`config.mk`:
```
export PLATFORM = sky130hd
export DESIGN_NAME = psum_drain_flat
export DESIGN_NICKNAME = d
export VERILOG_FILES = /design/src/rtl/psum_drain_pkg.sv /design/src/rtl/psum_drain_if.sv /design/src/rtl/psum_drain_quant.sv /design/src/rtl/psum_drain.sv /design/src/flat_wrapper.sv
export SDC_FILE = /design/constraint.sdc
export NUM_CORES = 2
export LEC_CHECK = 0
export CAP_MARGIN = 20
export CORE_MARGIN = 5
export CORE_UTILIZATION = 30
export DETAILED_ROUTE_END_ITERATION = 10
export PLACE_DENSITY_LB_ADDON = 0.25
export SLEW_MARGIN = 40
export SYNTH_ARGS = -nofsm -noshare
export SYNTH_HDL_FRONTEND = slang
export SYNTH_HIERARCHICAL = 1
export SYNTH_SLANG_ARGS = --single-unit
```
`constraint.sdc`:
```
create_clock -name i_clk -period 11.15 [get_ports i_clk]
set_input_delay 1.115 -clock i_clk [delete_from_list [all_inputs] [get_ports i_clk]]
set_output_delay 1.115 -clock i_clk [all_outputs]
set_load 0.01 [all_outputs]
```
`src/rtl/psum_drain_pkg.sv`:
```
// rtl/psum_drain_pkg.sv - PE array configuration constants and drain types
// Purpose: shared widths of the PE column (PEROW lanes, PSUMDWD-bit psums,
//          DWD-bit quantized words) plus the per-vector drain configuration.
// Ports:   none (package).
package psum_drain_pkg;

  localparam int PEROW     = 16;
  localparam int DWD       = 8;
  localparam int PSUMDWD   = 16;
  localparam int DRSHIFTWD = 5;

  typedef struct packed {
    logic                 relu_en;
    logic [DRSHIFTWD-1:0] shift;
  } DRconf;

  typedef enum logic {
    DR_IDLE = 1'b0,
    DR_SEND = 1'b1
  } dr_state_e;

endpackage

```
`src/rtl/psum_drain_if.sv`:
```
// rtl/psum_drain_if.sv - POUT input and global-buffer output handshakes of psum_drain
// Purpose: bundles the upstream psum vector handshake and the downstream beat
//          handshake. slave = drain side, master = PE / global buffer side.
// Signals: POUT_rdy/POUT_ack/i_Psum/i_drconf (vector in),
//          GB_rdy/GB_ack/o_Out/o_last (beat out).
interface psum_drain_if #(
  parameter int OUTN = 4
);
  import psum_drain_pkg::*;

  logic                          POUT_rdy;
  logic                          POUT_ack;
  logic [PEROW-1:0][PSUMDWD-1:0] i_Psum;
  DRconf                         i_drconf;
  logic                          GB_rdy;
  logic                          GB_ack;
  logic [OUTN-1:0][DWD-1:0]      o_Out;
  logic                          o_last;

  modport slave (
    input  POUT_rdy, i_Psum, i_drconf, GB_ack,
    output POUT_ack, GB_rdy, o_Out, o_last
  );

  modport master (
    output POUT_rdy, i_Psum, i_drconf, GB_ack,
    input  POUT_ack, GB_rdy, o_Out, o_last
  );

endinterface

```
`src/rtl/psum_drain_quant.sv`:
```
// rtl/psum_drain_quant.sv - single-lane ReLU / rounding shift / saturation
// Purpose: combinational quantizer of one signed PSUMDWD-bit psum to DWD bits.
// Ports:   psum_i  signed psum (two's complement bits)
//          conf_i  {relu_en, shift}
//          q_o     saturated signed DWD-bit result
module psum_quant
  import psum_drain_pkg::*;
(
  input  logic [PSUMDWD-1:0] psum_i,
  input  DRconf              conf_i,
  output logic [DWD-1:0]     q_o
);

  // One guard bit so adding the rounding constant can never wrap.
  localparam int XW = PSUMDWD + 1;
  localparam logic [DRSHIFTWD-1:0] SHIFT_CAP = DRSHIFTWD'(PSUMDWD);
  localparam logic signed [XW-1:0] QMAX = XW'((2 ** (DWD - 1)) - 1);
  localparam logic signed [XW-1:0] QMIN = XW'(-(2 ** (DWD - 1)));

  logic signed [XW-1:0] x_ext;
  logic signed [XW-1:0] rnd;
  logic signed [XW-1:0] sum;
  logic signed [XW-1:0] shr;

  always_comb begin
    x_ext = $signed({psum_i[PSUMDWD-1], psum_i});
    if (conf_i.relu_en && psum_i[PSUMDWD-1]) begin
      x_ext = '0;
    end
    rnd = '0;
    sum = x_ext;
    shr = x_ext;
    if (conf_i.shift >= SHIFT_CAP) begin
      // Every magnitude bit is shifted out; only the sign survives.
      shr = {XW{x_ext[XW-1]}};
    end else if (conf_i.shift != '0) begin
      rnd = XW'(1) << (conf_i.shift - DRSHIFTWD'(1));
      sum = x_ext + rnd;
      shr = sum >>> conf_i.shift;
    end
    if (shr > QMAX) begin
      q_o = QMAX[DWD-1:0];
    end else if (shr < QMIN) begin
      q_o = QMIN[DWD-1:0];
    end else begin
      q_o = shr[DWD-1:0];
    end
  end

endmodule

```
`src/rtl/psum_drain.sv`:
```
// rtl/psum_drain.sv - PE column drain: quantize psum vectors, buffer, serialize to GB
// Purpose: accepts PEROW-lane psum vectors, quantizes them on the write path,
//          stores up to DEPTH vectors and emits each as BEATS beats of OUTN words.
// Ports:   i_clk    clock
//          i_rst    synchronous active-high reset
//          bus      psum_drain_if.slave (POUT in, GB out)
//          o_count  FIFO occupancy in vectors
module psum_drain
  import psum_drain_pkg::*;
#(
  parameter int DEPTH = 2,
  parameter int OUTN  = 4
) (
  input  logic                  i_clk,
  input  logic                  i_rst,
  psum_drain_if.slave           bus,
  output logic [$clog2(DEPTH):0] o_count
);

  localparam int BEATS = PEROW / OUTN;
  localparam int AW    = $clog2(DEPTH);
  localparam int BW    = (BEATS > 1) ? $clog2(BEATS) : 1;
  localparam int CW    = AW + 1;
  localparam logic [CW-1:0] FULL      = CW'(DEPTH);
  localparam logic [BW-1:0] LAST_BEAT = BW'(BEATS - 1);

  logic [PEROW-1:0][DWD-1:0] qvec;
  logic [PEROW-1:0][DWD-1:0] mem_q [DEPTH];
  logic [PEROW-1:0][DWD-1:0] head;
  logic [AW-1:0]             wr_q;
  logic [AW-1:0]             rd_q;
  logic [CW-1:0]             count_q;
  logic [CW-1:0]             count_d;
  logic                      ack_q;
  dr_state_e                 state_q;
  dr_state_e                 state_d;
  logic [BW-1:0]             beat_q;
  logic [BW-1:0]             beat_d;
  logic                      gb_rdy_q;
  logic                      gb_rdy_d;
  logic                      last_q;
  logic                      last_d;
  logic                      push;
  logic                      gb_xfer;
  logic                      pop;

  for (genvar l = 0; l < PEROW; l++) begin : g_lane
    psum_quant u_quant (
      .psum_i (bus.i_Psum[l]),
      .conf_i (bus.i_drconf),
      .q_o    (qvec[l])
    );
  end

  // Acceptance uses the registered ack only, so a pop never frees a slot
  // for a push in the same cycle.
  assign push    = bus.POUT_rdy && ack_q;
  assign gb_xfer = gb_rdy_q && bus.GB_ack;
  assign pop     = gb_xfer && (beat_q == LAST_BEAT);

  always_comb begin
    count_d = count_q;
    case ({push, pop})
      2'b10:   count_d = count_q + CW'(1);
      2'b01:   count_d = count_q - CW'(1);
      default: count_d = count_q;
    endcase
  end

  always_ff @(posedge i_clk) begin
    if (i_rst) begin
      wr_q    <= '0;
      rd_q    <= '0;
      count_q <= '0;
      ack_q   <= 1'b0;
    end else begin
      if (push) wr_q <= wr_q + AW'(1);
      if (pop)  rd_q <= rd_q + AW'(1);
      count_q <= count_d;
      ack_q   <= (count_d != FULL);
    end
  end

  always_ff @(posedge i_clk) begin
    if (push && !i_rst) begin
      mem_q[wr_q] <= qvec;
    end
  end

  // Output FSM: state register
  always_ff @(posedge i_clk) begin
    if (i_rst) begin
      state_q  <= DR_IDLE;
      beat_q   <= '0;
      gb_rdy_q <= 1'b0;
      last_q   <= 1'b0;
    end else begin
      state_q  <= state_d;
      beat_q   <= beat_d;
      gb_rdy_q <= gb_rdy_d;
      last_q   <= last_d;
    end
  end

  // Output FSM: next state. count_d is used so a vector pushed into an
  // empty FIFO is presented the very next cycle.
  always_comb begin
    state_d = state_q;
    beat_d  = beat_q;
    case (state_q)
      DR_IDLE: begin
        if (count_d != '0) begin
          state_d = DR_SEND;
          beat_d  = '0;
        end
      end
      DR_SEND: begin
        if (gb_xfer) begin
          if (beat_q != LAST_BEAT) begin
            beat_d = beat_q + BW'(1);
          end else begin
            beat_d = '0;
            if (count_d == '0) state_d = DR_IDLE;
          end
        end
      end
      default: state_d = DR_IDLE;
    endcase
  end

  // Output FSM: outputs, registered through the state register process.
  always_comb begin
    gb_rdy_d = (state_d == DR_SEND);
    last_d   = (state_d == DR_SEND) && (beat_d == LAST_BEAT);
  end

  // Beat data depends only on registered pointer/beat, never on GB_ack.
  always_comb begin
    head      = mem_q[rd_q];
    bus.o_Out = '0;
    if (gb_rdy_q) begin
      bus.o_Out = head[int'(beat_q) * OUTN +: OUTN];
    end
  end

  assign bus.POUT_ack = ack_q;
  assign bus.GB_rdy   = gb_rdy_q;
  assign bus.o_last   = last_q;
  assign o_count      = count_q;

endmodule

```
`src/flat_wrapper.sv`:
```
// flat-port wrapper written by rule: the top's interface ports become plain ports
module psum_drain_flat import psum_drain_pkg::*;
#(
  parameter int DEPTH = 2,
  parameter int OUTN  = 4
)
  (i_clk, i_rst, o_count, bus_POUT_rdy, bus_i_Psum, bus_i_drconf, bus_GB_ack, bus_POUT_ack, bus_GB_rdy, bus_o_Out, bus_o_last);
  psum_drain_if #(.OUTN(OUTN)) bus_i ();
  input  logic i_clk;
  input  logic i_rst;
  output logic [$clog2(DEPTH):0] o_count;
  input wire logic [$bits(bus_i.POUT_rdy)-1:0] bus_POUT_rdy;
  input wire logic [$bits(bus_i.i_Psum)-1:0] bus_i_Psum;
  input wire logic [$bits(bus_i.i_drconf)-1:0] bus_i_drconf;
  input wire logic [$bits(bus_i.GB_ack)-1:0] bus_GB_ack;
  output wire logic [$bits(bus_i.POUT_ack)-1:0] bus_POUT_ack;
  output wire logic [$bits(bus_i.GB_rdy)-1:0] bus_GB_rdy;
  output wire logic [$bits(bus_i.o_Out)-1:0] bus_o_Out;
  output wire logic [$bits(bus_i.o_last)-1:0] bus_o_last;
  assign bus_i.POUT_rdy = bus_POUT_rdy;
  assign bus_i.i_Psum = bus_i_Psum;
  assign bus_i.i_drconf = bus_i_drconf;
  assign bus_i.GB_ack = bus_GB_ack;
  assign bus_POUT_ack = bus_i.POUT_ack;
  assign bus_GB_rdy = bus_i.GB_rdy;
  assign bus_o_Out = bus_i.o_Out;
  assign bus_o_last = bus_i.o_last;
  psum_drain #(.DEPTH(DEPTH), .OUTN(OUTN)) u_core (.i_clk(i_clk), .i_rst(i_rst), .bus(bus_i), .o_count(o_count));
endmodule
```
==> results.json <==
{
  "core-area_mm2": 0.169,
  "critPathSlowestCell": "buf_4",
  "vias": 54800,
  "synth_ff_type": "edfxtp_1",
  "fin_total_pwr_uw": 4140,
  "synth_common_cells": "nor2_1, nand2_1, a21oi_1",
  "synth_top_area_share_pct": 15.1,
  "critPathLaunchType": "primary input",
  "clk_pin_slew_ns": 0.07,
  "num_io_pins": 303,
  "finalNonFillerCells": 8867,
  "num-fill-cells": 18000,
  "cp_cell_sequence": "buf_8, buf_4, clkinv_1, nand2_1, nor2_1, ha_1, fa_1, a211oi_2, o211ai_2, a31oi_2, xnor2_1, mux2i_1, o221ai_1, o311ai_0, nor4b_2, a41oi_2, o31ai_1",
  "syn-num-nets": 7204,
  "clock_path_buffers": 3,
  "fmax_mhz": 148,
  "grt_overflow": 0,
  "first_iter_violations": 6049,
  "fin_util_pct": 33.2,
  "synth_edf_count": 256,
  "synth_area_leaders": "edfxtp_1, ha_1, nor2_1",
  "cts_resized": 0,
  "hold_viol_final": 0,
  "synth_cells": 6664,
  "end_kind": "register",
  "synth_area_mm2": 0.0510,
  "synthArstFlopShare_pct": 0,
  "outcome": "finished clean",
  "nets": 7166,
  "wl_per_cell_um": 23.7,
  "start_util_pct": 30.1,
  "seq_area_mm2": 0.00789,
  "multi_input_area_mm2": 0.0403,
  "drv_slew": 0,
  "area_growth_pct": 10.2,
  "critPathKind": "primary input to register",
  "drtPass1Iterations": 6,
  "cp.arrival_ns": 7.03,
  "drive_above_1_share_pct": 10.6,
  "slew_headroom_pct": 41.1,
  "fin_crit_ns": 6.76,
  "ys_types": 141,
  "p_per_area_mw_per_mm2": 73.7,
  "cp_max_fo": 104,
  "period_share_pct": 60.6,
  "grt_pass1_vias": 51800,
  "die-width_um": 422,
  "grt_usage_pct": 21.9,
  "rsz0062_at_grt": "no",
  "grt_max_degree": 114,
  "grt_pass1_wl_um": 318000,
  "synth_largest_area_cell": "edfxtp_1",
  "postRouteAntennaNets": 0,
  "fin_skew_ns": 0.0210,
  "die_h_um": 422,
  "synth_warnings": 6,
  "viasPerCell": 6.18,
  "syn_avg_cell_area_um2": 7.65,
  "hold_path_class": "register to register",
  "io_buffers": 302,
  "cp.required_ns": 11.42,
  "num_rows": 151,
  "gp_congestion": 0.957,
  "seq_area_frac_synth_pct": 15.5,
  "p_leak_uw": 0.0200,
  "cts_hold_buf": 0,
  "synth_most_common_cell": "nor2_1",
  "clock_latency_ns": 0.57,
  "max_cap_violations": 0,
  "cts_inserted_buffers": 28,
  "final.setup.tns_ns": 0,
  "post_cts_buffers": 0,
  "setup_viol": 0,
  "routed_wirelength_um": 210000,
  "dpl.cell_count": 8814,
  "cts_root_buf": "clkbuf_16",
  "die_area_mm2": 0.178,
  "slowest_delay_ns": 0.61,
  "antenna_found_initial": 3,
  "htree_num_levels": 1,
  "vdd_ir_drop_max_v": 0.0000980,
  "drc": 0,
  "place_hpwl_um": 163000,
  "ys_ff_latch": 266,
  "worst_pin_slew_ns": 0.862,
  "holdWs_ns": 0.525,
  "cts_tree": "built",
  "clock-sinks": 266
}
-- kinds of logic after synthesis --
| family | Yosys count | share of synthesized area [%] |
|---|---|---|
| fa+ha+maj | 274 | 6.96 |
| xor+xnor | 216 | 3.72 |
| flops | 266 | 15.5 |
| simple gates | 2603 | 25.3 |
| compound gates | 2365 | 34.8 |
| mux | 339 | 8.30 |
| buf+inv | 601 | 5.53 |
-- routing by layer --
metal / track usage (%) / up-vias / part of all wire, %
li1: - / 25600 / -
met1: 29.6 / 26400 / 43
met2: 35.7 / 2409 / 46
met3: 1.29 / 409 / 5.6
met4: 10.6 / 0 / 5.7
met5: 0 / - / 0
-- metrics by stage --
step	setup slack, ns	area, um2
4_1_cts	4.43	56200
5_1_grt	4.02	56200
3_5_place_dp	3.84	55200
6_report	4.39	56200
2_1_floorplan	0.312	51000
3_3_place_gp	3.97	55200
-- critical path, delay by kind of cell --
family,cells,cell delay (ns)
compound gates,7,2.33
xor+xnor,1,0.27
simple gates,3,0.81
buf+inv,3,1.56
fa+ha+maj,2,0.70
mux,1,0.13
-- worst paths after layout --
check             slack (ns)                   startpoint  cells after the start                            end
setup / recovery        4.39              bus_i_drconf[2]                     17  u_core/mem_q[1][13]$_DFFE_PP_
hold / removal          0.53     u_core/rd_q$_SDFFE_PP0P_                      2                       register
setup reg to reg        8.07  u_core/beat_q[1]$_SDFF_PP0_                      7    u_core/beat_q[0]$_SDFF_PP0_
hold reg to reg         0.53     u_core/rd_q$_SDFFE_PP0P_                      2                       register
-- power by group --
| part | total (uW) | switching, uW | internal, uW |
|---|---|---|---|
| combinational | 1970 | 1270 | 697 |
| clock | 1020 | 426 | 595 |
| sequential | 1150 | 7.93 | 1140 |
-- cells in the final DEF (no fill, tap or decap), types with 151 or more instances in the layout --
master             n
ha_1             258
nor2_1           752
nor3_1           225
edfxtp_1         256
a21oi_1          485
o21ai_0          254
and2_1           311
clkdlybuf4s50_1  296
mux2i_1          164
o21ai_1          153
nand2_1          632
nand3_1          151
a211oi_1         219
inv_1            156
-- final cells by class --
class / instances / share of cell area (%)
clock buffer: 31 / 1.31
multi-input combinational: 5797 / 71.8
tap: 2218 / 4.94
timing repair buffer: 348 / 6.21
sequential: 266 / 14.1
antenna: 1 / 0.00445
clock inverter: 21 / 0.461
inverter: 185 / 1.24
-- registers in the layout, summed over array words and instances (netlist names), named ones only --
signal and count:
u_core/o_count 2, u_core/rd_q 1, u_core/bus.GB_rdy 1, u_core/wr_q 1, u_core/bus.POUT_ack 1, u_core/beat_q 2, u_core/mem_q 256, u_core/bus.o_last 1
Power figures use the tool's default switching activity.
